## src/rtl/nn_argmax_classifier.sv

```systemverilog
// Output stage after the neuron adder tree: a registered ReLU path to the next layer,
// plus a per-frame argmax over NUM_CLASSES signed sums with a one-cycle Done pulse.
module nn_argmax_classifier #(
  parameter int DATA_W      = 26,
  parameter int NUM_CLASSES = 10,
  parameter int IDX_W       = 4
) (
  input  logic              clk,
  input  logic              GlobalReset,
  input  logic              Start,
  input  logic              InValid,
  input  logic [DATA_W-1:0] InData,
  output logic              ActValid,
  output logic [DATA_W-1:0] ActData,
  output logic              Busy,
  output logic              Done,
  output logic [IDX_W-1:0]  ClassIdx,
  output logic [DATA_W-1:0] MaxValue
);

  typedef enum logic [1:0] {
    ST_IDLE,
    ST_COLLECT,
    ST_DONE
  } state_e;

  localparam logic [IDX_W-1:0] LAST_CNT = IDX_W'(NUM_CLASSES - 1);

  state_e             state_q, state_d;
  logic [IDX_W-1:0]   sample_cnt_q, sample_cnt_d;
  logic [DATA_W-1:0]  run_max_q, run_max_d;
  logic [IDX_W-1:0]   run_idx_q, run_idx_d;
  logic [IDX_W-1:0]   class_idx_q, class_idx_d;
  logic [DATA_W-1:0]  max_value_q, max_value_d;
  logic               busy_q, busy_d;
  logic               done_q, done_d;
  logic               act_valid_q, act_valid_d;
  logic [DATA_W-1:0]  act_data_q, act_data_d;

  logic               accept;
  logic [IDX_W-1:0]   cnt_eff;
  logic               take;
  logic [DATA_W-1:0]  win_max;
  logic [IDX_W-1:0]   win_idx;

  always_comb begin
    // NOTE: every variable gets a default first so no path can leave it unassigned (no latches).
    state_d      = state_q;
    sample_cnt_d = sample_cnt_q;
    run_max_d    = run_max_q;
    run_idx_d    = run_idx_q;
    class_idx_d  = class_idx_q;
    max_value_d  = max_value_q;

    act_valid_d = InValid;
    act_data_d  = InData[DATA_W-1] ? '0 : InData;

    // A Start cycle behaves as slot 0 of a fresh frame, whatever state we were in.
    accept  = InValid && (Start || (state_q == ST_COLLECT));
    cnt_eff = Start ? '0 : sample_cnt_q;
    take    = (cnt_eff == '0) || ($signed(InData) > $signed(run_max_q));
    win_max = take ? InData  : run_max_q;
    win_idx = take ? cnt_eff : run_idx_q;

    if (Start) begin
      state_d      = ST_COLLECT;
      sample_cnt_d = '0;
      run_max_d    = '0;
      run_idx_d    = '0;
    end else if (state_q == ST_DONE) begin
      state_d = ST_IDLE;
    end

    if (accept) begin
      if (cnt_eff == LAST_CNT) begin
        class_idx_d  = win_idx;
        max_value_d  = win_max;
        sample_cnt_d = '0;
        state_d      = ST_DONE;
      end else begin
        sample_cnt_d = cnt_eff + IDX_W'(1);
        run_max_d    = win_max;
        run_idx_d    = win_idx;
      end
    end

    busy_d = (state_d == ST_COLLECT);
    done_d = (state_d == ST_DONE);
  end

  // NOTE: sequential state uses non-blocking assignments so all flops update from pre-edge values.
  always_ff @(posedge clk or negedge GlobalReset) begin
    if (!GlobalReset) begin
      state_q      <= ST_IDLE;
      sample_cnt_q <= '0;
      run_max_q    <= '0;
      run_idx_q    <= '0;
      class_idx_q  <= '0;
      max_value_q  <= '0;
      busy_q       <= 1'b0;
      done_q       <= 1'b0;
      act_valid_q  <= 1'b0;
      act_data_q   <= '0;
    end else begin
      state_q      <= state_d;
      sample_cnt_q <= sample_cnt_d;
      run_max_q    <= run_max_d;
      run_idx_q    <= run_idx_d;
      class_idx_q  <= class_idx_d;
      max_value_q  <= max_value_d;
      busy_q       <= busy_d;
      done_q       <= done_d;
      act_valid_q  <= act_valid_d;
      act_data_q   <= act_data_d;
    end
  end

  assign ActValid = act_valid_q;
  assign ActData  = act_data_q;
  assign Busy     = busy_q;
  assign Done     = done_q;
  assign ClassIdx = class_idx_q;
  assign MaxValue = max_value_q;

endmodule
```

## config.mk

```make
export PLATFORM = sky130hd
export DESIGN_NAME = nn_argmax_classifier
export DESIGN_NICKNAME = d
export VERILOG_FILES = /design/src/rtl/nn_argmax_classifier.sv
export SDC_FILE = /design/constraint.sdc
export NUM_CORES = 1
export LEC_CHECK = 0
export ABC_AREA = 1
export ABC_CLOCK_PERIOD_IN_PS = 5200
export CORE_ASPECT_RATIO = 0.6
export CORE_MARGIN = 2
export CORE_UTILIZATION = 56
export CTS_CLUSTER_DIAMETER = 60
export CTS_CLUSTER_SIZE = 10
export DETAILED_ROUTE_END_ITERATION = 7
export PLACE_DENSITY = 0.82
export SLEW_MARGIN = 10
export SYNTH_ARGS = -nofsm -noshare
export SYNTH_HDL_FRONTEND = slang
export SYNTH_SLANG_ARGS = --single-unit
export TNS_END_PERCENT = 30
```

## constraint.sdc

```tcl
create_clock -name clk -period 5.2 [get_ports clk]
set_input_delay 1.04 -clock clk [delete_from_list [all_inputs] [get_ports clk]]
set_output_delay 1.04 -clock clk [all_outputs]
set_load 0.05 [all_outputs]
```

==> metrics.csv, run 1 <==
metric,value,unit
Sw Ratio,29.8,%
die width,122,um
# DRC,0,
CORE AREA,7980,um^2
Peak VDD IR,0.000220,V
CTS tree,built,
Final Hold Fails,0,
Layout fillers,568,
GPL Wtd Cong,0.878,
critical path type,input port to register,
Gate power share,22.0,%
unrepaired setup endpoints after global routing,false,
CP Max Fanout,31,
Initial Util,58.7,%
fmax,266,MHz
"FF+latch count, synth",94,
I/O Pins,89,
minimum clock period,3760,ps
Synth area leaders,"dfrtp_1 50%, nand2_1 15%, nand3_1 9.9%",
H-tree Lvls,3,
First DRT Iteration DRCs,341,
"Warnings, synthesis",0,
count of placed standard cells including taps,766,
ANT cells,0,
"Reg clk slew, reported paths",60,ps
layout cells sized above 1,6.82,%
hold_buf cts,0,
"slowest stage delay, CP",530,ps
Routed Antenna Nets,0,
Crit path arrival time,4050,ps
vias,4107,
Synth top area share,50.3,%
CP dominant cell by count,nand2_1,
worst-margin pin slew,748,ps
routed vias/inst,5.25,
Max-slew headroom,50.0,%
post-DR wirelength/cell,15.0,um
row cnt,25,
Power Total,2.00,mW
Post-Syn Area,4680,um^2
Syn Area/Cell,7.95,um^2
hpwl dp,7.68,mm
worst-case clock buffer depth,2,
Mapped Cells,589,
sequence of cells on the critical path,clkdlybuf4s50_1 -> ha_1 -> nand2_1 -> nor2_2 -> nand4_1 -> nor2_1 -> nand2_1 -> nand3_2 -> nand2_2 -> nand3_2 -> buf_4 -> nand2_2 -> nand2_1 -> nand3_1 -> nand2_1,
WP data required,5480,ps
area of the multi-input gates,1910,um^2
GRT overflow,0,
worst skew pair latency,340,ps
Worst Hold Class,register to register,
Root Driver,clkbuf_16,
Post-synth ARST share,100,%
most frequent cell after synthesis,nand2_1,
max-cap violations,0,
Post-Synthesis Net Count,645,
vias in the first global route,3932,
PwrDens,336,nW/um^2
DRT Pass-1 Iters,5,
DIE AREA,9130,um^2
synth unique cells,24,
Nets,725,
Post-synth EDFFs,0,
clk_skew,6.07,ps
sequential share of power,40.2,%
NetSw,597,uW
post-synthesis sequential area ratio,50.3,%
Int Pwr,1.41,mW
clock sinks,94,
"Slowest-stage cell, CP",nand2_2,
CTS resizes,0,
die height,74.8,um
Setup Viol. Count Final,0,
Setup TNS,0,ps
Synth top cells by count,"192 x nand2_1, 94 x dfrtp_1, 93 x nand3_1",
crit share post-route,72.4,%
"Design Area, Final",5960,um^2
setup repair bufs after CTS,0,
GRT Total Usage,27.1,%
post-route insts no fill,782,
tightest hold margin,479,ps
DP Area,5610,um^2
CP Capture Type,register,
CTS Buf Count,9,
first-pass GRT wire length,19.0,mm
"Slew Viols, Final",0,
Layout area overhead,27.3,%
static leakage,3.18,nW
"area leader, netlist",dfrtp_1,
routed wire length,11.7,mm
initial antenna violation count,0,
FF+latch area,2350,um^2
"Top FF cell, synth",dfrtp_1,
pin count of the biggest net entering global routing,53,
Startpoint Class,input port,
clock share of power,37.8,%
IO buf count,87,
outcome,completed,
-- cell usage in the layout (no fill, tap or decap), types with 5 or more instances in the layout --
master,n
nand3_1,93
nor2_1,42
inv_1,72
dfrtp_1,94
inv_2,5
clkbuf_16,9
nand4_1,5
a21oi_1,8
nand2_1,192
clkdlybuf4s50_1,86
ha_1,26
nand2_2,12
buf_4,8
-- cell type report --
class,instances,area share (%)
Tap cell,108,2.27
Sequential cell,94,39.5
Multi-Input combinational cell,393,32.1
Inverter,77,4.85
Clock inverter,5,1.78
Timing Repair Buffer,94,15.4
Clock buffer,11,4.07
-- power groups by stage --
stage / registers (mW) / clock network [mW] / logic [mW]
finish: 0.805 / 0.757 / 0.440
detailed placement: 0.817 / 0 / 0.429
global route: 0.808 / 0.793 / 0.487
CTS: 0.803 / 0.765 / 0.436
floorplan: 0.854 / 0 / 0.258
global placement: 0.814 / 0 / 0.415
-- stage by stage --
| step | worst slack, ps | util (%) |
|---|---|---|
| after floorplan | 2560 | - |
| after global placement | 1270 | 70.4 |
| after detailed placement | 1160 | 70.4 |
| after CTS | 1500 | 74.7 |
| after global routing | 1170 | 74.7 |
| final | 1440 | 74.7 |
-- worst max-delay path, delay by kind of cell --
kind / cells / cell delay, ps
adder cells (fa/ha/maj): 1 / 420
AND/OR/NAND/NOR: 12 / 1800
buffers and inverters: 2 / 780
-- cells by family after synthesis --
| logic type | share of synthesized area (%) |
|---|---|
| fa+ha+maj | 6.95 |
| simple gates | 32.3 |
| buf+inv | 8.90 |
| compound gates | 1.52 |
| flops | 50.3 |
| other cells | 0.0801 |
-- worst paths after layout --
kind / start / end / slack (ps) / cells after the start
setup / recovery: InData[25] / MaxValue[7] / 1440 / 15
hold / removal: MaxValue[3] / MaxValue[3] / 480 / 2
setup reg to reg: run_max_q[25] / MaxValue[7] / 2190 / 15
hold reg to reg: MaxValue[3] / MaxValue[3] / 480 / 2
max in group asynchronous: GlobalReset / run_max_q[23] / 3470 / 2
min in group asynchronous: GlobalReset / ActData[9] / 720 / 1
-- state kept, by name, summed over array words and instances (netlist names) --
register / flops
Busy: 1
Done: 1
run_max_q: 26
MaxValue: 26
ActValid: 1
ClassIdx: 4
sample_cnt_q: 4
run_idx_q: 4
state_q: 2
ActData: 25
-- per-layer routing --
metal / vias to the layer above / part of all wire, % / GRT usage, %
li1: 1992 / - / -
met1: 1910 / 45 / 37.9
met2: 193 / 45 / 43.9
met3: 12 / 8.8 / 6.67
met4: 0 / 0.78 / 5.75
met5: - / 0 / 0
No activity file was read; power rests on OpenSTA's default activity.
==> run 2, diff against run 1 <==
- ABC_CLOCK_PERIOD_IN_PS: 5200 -> 3150
- CORE_UTILIZATION: 56 -> 47
- PLACE_DENSITY: 0.82 -> 0.73
- clock period: 5.2 -> 3.15 ns (I/O delays scaled with it)
==> run 2 against run 1 <==
  * Final cell count increased by 4.1%
  * Core utilization is 13 points lower
  * Clock skew increased by 1.4 ps
  * Non-clock buffer count grew 8
  * Clock power grew 40%
  * Via count up 0.24%
  * Power rose by 56%
  * Largest cell class unchanged
  * Global-route usage down 3.3 points
  * Sequential power grew 65%
  * Sequential share of layout area shrank 0.31 points
==> metrics.csv, run 2 (same netlist as run 1, synthesis figures left out) <==
metric,value,unit,change
outcome,completed,,unchanged
Initial Util,47.9,%,was 58.7%
static leakage,3.20,nW,was 3.18 nW
layout cells sized above 1,7.51,%,was 6.82%
First DRT Iteration DRCs,325,,was 341
CORE AREA,9770,um^2,was 7980 um^2
buffers and inverters on the worst path,2,,unchanged
GRT Total Usage,23.8,%,was 27.1%
post-DR wirelength/cell,14.4,um,was 15.0 um
die width,133,um,was 122 um
row cnt,28,,was 25
"Reg clk slew, reported paths",60,ps,about the same
CTS resizes,0,,unchanged
max-cap violations,0,,unchanged
routed vias/inst,5.06,,was 5.25
"commonest non-fill, non-tap cells in the layout","192 x nand2_1, 94 x dfrtp_1, 93 x nand3_1",,unchanged
first-pass GRT wire length,19.8,mm,was 19.0 mm
vias in the first global route,4019,,was 3932
fin worst setup slack,370,ps,was 1440 ps
Worst Hold Class,input port to async pin,,was register to register
DIE AREA,10800,um^2,was 9130 um^2
I/O Pins,89,,unchanged
ANT cells,0,,unchanged
sequence of cells on the critical path,clkdlybuf4s50_1 -> ha_1 -> nand2_1 -> nor2_2 -> nand4_1 -> nor2_1 -> nand2_1 -> nand3_2 -> nand3_2 -> nand2_2 -> buf_12 -> nand2_1 -> nand3_1 -> nand2_1,,was clkdlybuf4s50_1 -> ha_1 -> nand2_1 -> nor2_2 -> nand4_1 -> nor2_1 -> nand2_1 -> nand3_2 -> nand2_2 -> nand3_2 -> buf_4 -> nand2_2 -> nand2_1 -> nand3_1 -> nand2_1
hpwl dp,8.16,mm,was 7.68 mm
worst-case clock buffer depth,2,,unchanged
routed wire length,11.7,mm,about the same
Final Hold Fails,0,,unchanged
initial antenna violation count,0,,unchanged
Final Util,61.5,%,was 74.7%
setup repair bufs after CTS,0,,unchanged
CP Max Fanout,12,,was 31
hold_buf cts,0,,unchanged
CTS tree,built,,unchanged
die height,81.3,um,was 74.8 um
Peak VDD IR,0.000271,V,was 0.000220 V
tightest hold margin,300,ps,was 479 ps
CTS Buf Count,9,,unchanged
pin count of the biggest net entering global routing,50,,was 53
Power Total,3.13,mW,was 2.00 mW
Layout area overhead,28.4,%,was 27.3%
"commonest non-fill, non-tap cell in the layout",nand2_1,,unchanged
worst skew pair latency,350,ps,was 340 ps
Crit path arrival time,3020,ps,was 4050 ps
"Slowest-stage cell, CP",clkdlybuf4s50_1,,was nand2_2
clock sinks,94,,unchanged
minimum clock period,2780,ps,
Nets,733,,was 725
"Slew Viols, Final",0,,unchanged
Startpoint Class,input port,,unchanged
GRT overflow,0,,unchanged
crit share post-route,88.3,%,
Root Driver,clkbuf_16,,unchanged
vias,4117,,was 4107
Max-slew headroom,58.5,%,was 50.0%
critical path type,input port to register,,unchanged
Setup TNS,0,ps,unchanged
WP data required,3380,ps,was 5480 ps
GPL Wtd Cong,0.872,,was 0.878
"slowest stage delay, CP",460,ps,was 530 ps
PwrDens,521,nW/um^2,was 336 nW/um^2
clk_skew,7.45,ps,was 6.07 ps
H-tree Lvls,3,,unchanged
Setup Viol. Count Final,0,,unchanged
Routed Antenna Nets,0,,unchanged
fmax,360,MHz,
worst-margin pin slew,622,ps,was 748 ps
CP dominant cell by count,nand2_1,,unchanged
Placement Setup Slack,55.7,ps,was 1160 ps
CP Capture Type,register,,unchanged
"CP delay by family, top",simple AND/OR/NAND/NOR gates,,unchanged
# DRC,0,,unchanged
DRT Pass-1 Iters,5,,unchanged
unrepaired setup endpoints after global routing,false,,unchanged
IO buf count,87,,unchanged
==> run 2: cell count changes in the layout (fill, tap and decap cells not counted), sizes merged <==
cell,before,now
buf,8,16
bufinv,3,1
clkinvlp,1,0
==> run 2: routing by layer <==
metal / vias to the layer above / part of all wire (%) / GRT usage (%)
met2: 176 / 42 / 35.1
met5: - / 0 / 0
met1: 1918 / 49 / 34.7
met4: 0 / 1.3 / 8.17
li1: 2008 / - / -
met3: 15 / 7.6 / 5.37
==> run 2: final timing paths <==
check                                endpoint  cells past startpoint          start  slack (ps)
worst max register to register   MaxValue[11]                     14  run_max_q[25]         740
worst min-delay path             run_max_q[8]                      1    GlobalReset         300
min in group clk                 MaxValue[17]                      2   MaxValue[17]         480
max in group asynchronous       run_max_q[23]                      2    GlobalReset        2180
worst max-delay path             MaxValue[11]                     14     InData[25]         370
worst min register to register   MaxValue[17]                      2   MaxValue[17]         480
==> run 2: layout make-up <==
class / count / area, um^2
Fill cell: 835 / 3770
Sequential cell: 94 / 2350
Multi-Input combinational cell: 393 / 1910
Timing Repair Buffer: 102 / 1010
Inverter: 77 / 289
Clock buffer: 11 / 243
Tap cell: 135 / 169
Clock inverter: 2 / 35.0
==> run 2: through the flow <==
| stage | cell area, um^2 | std cells |
|---|---|---|
| after floorplan | 4680 | 589 |
| after global placement | 5730 | 801 |
| after detailed placement | 5730 | 801 |
| after CTS | 6010 | 814 |
| after global routing | 6010 | 814 |
| final | 6010 | 814 |
==> run 2: report_power, final <==
part	total [mW]	switching, mW	internal, mW	leakage, nW
logic	0.746	0.486	0.259	1.83
clock network	1.06	0.435	0.622	0.137
registers	1.33	0.0408	1.29	1.23
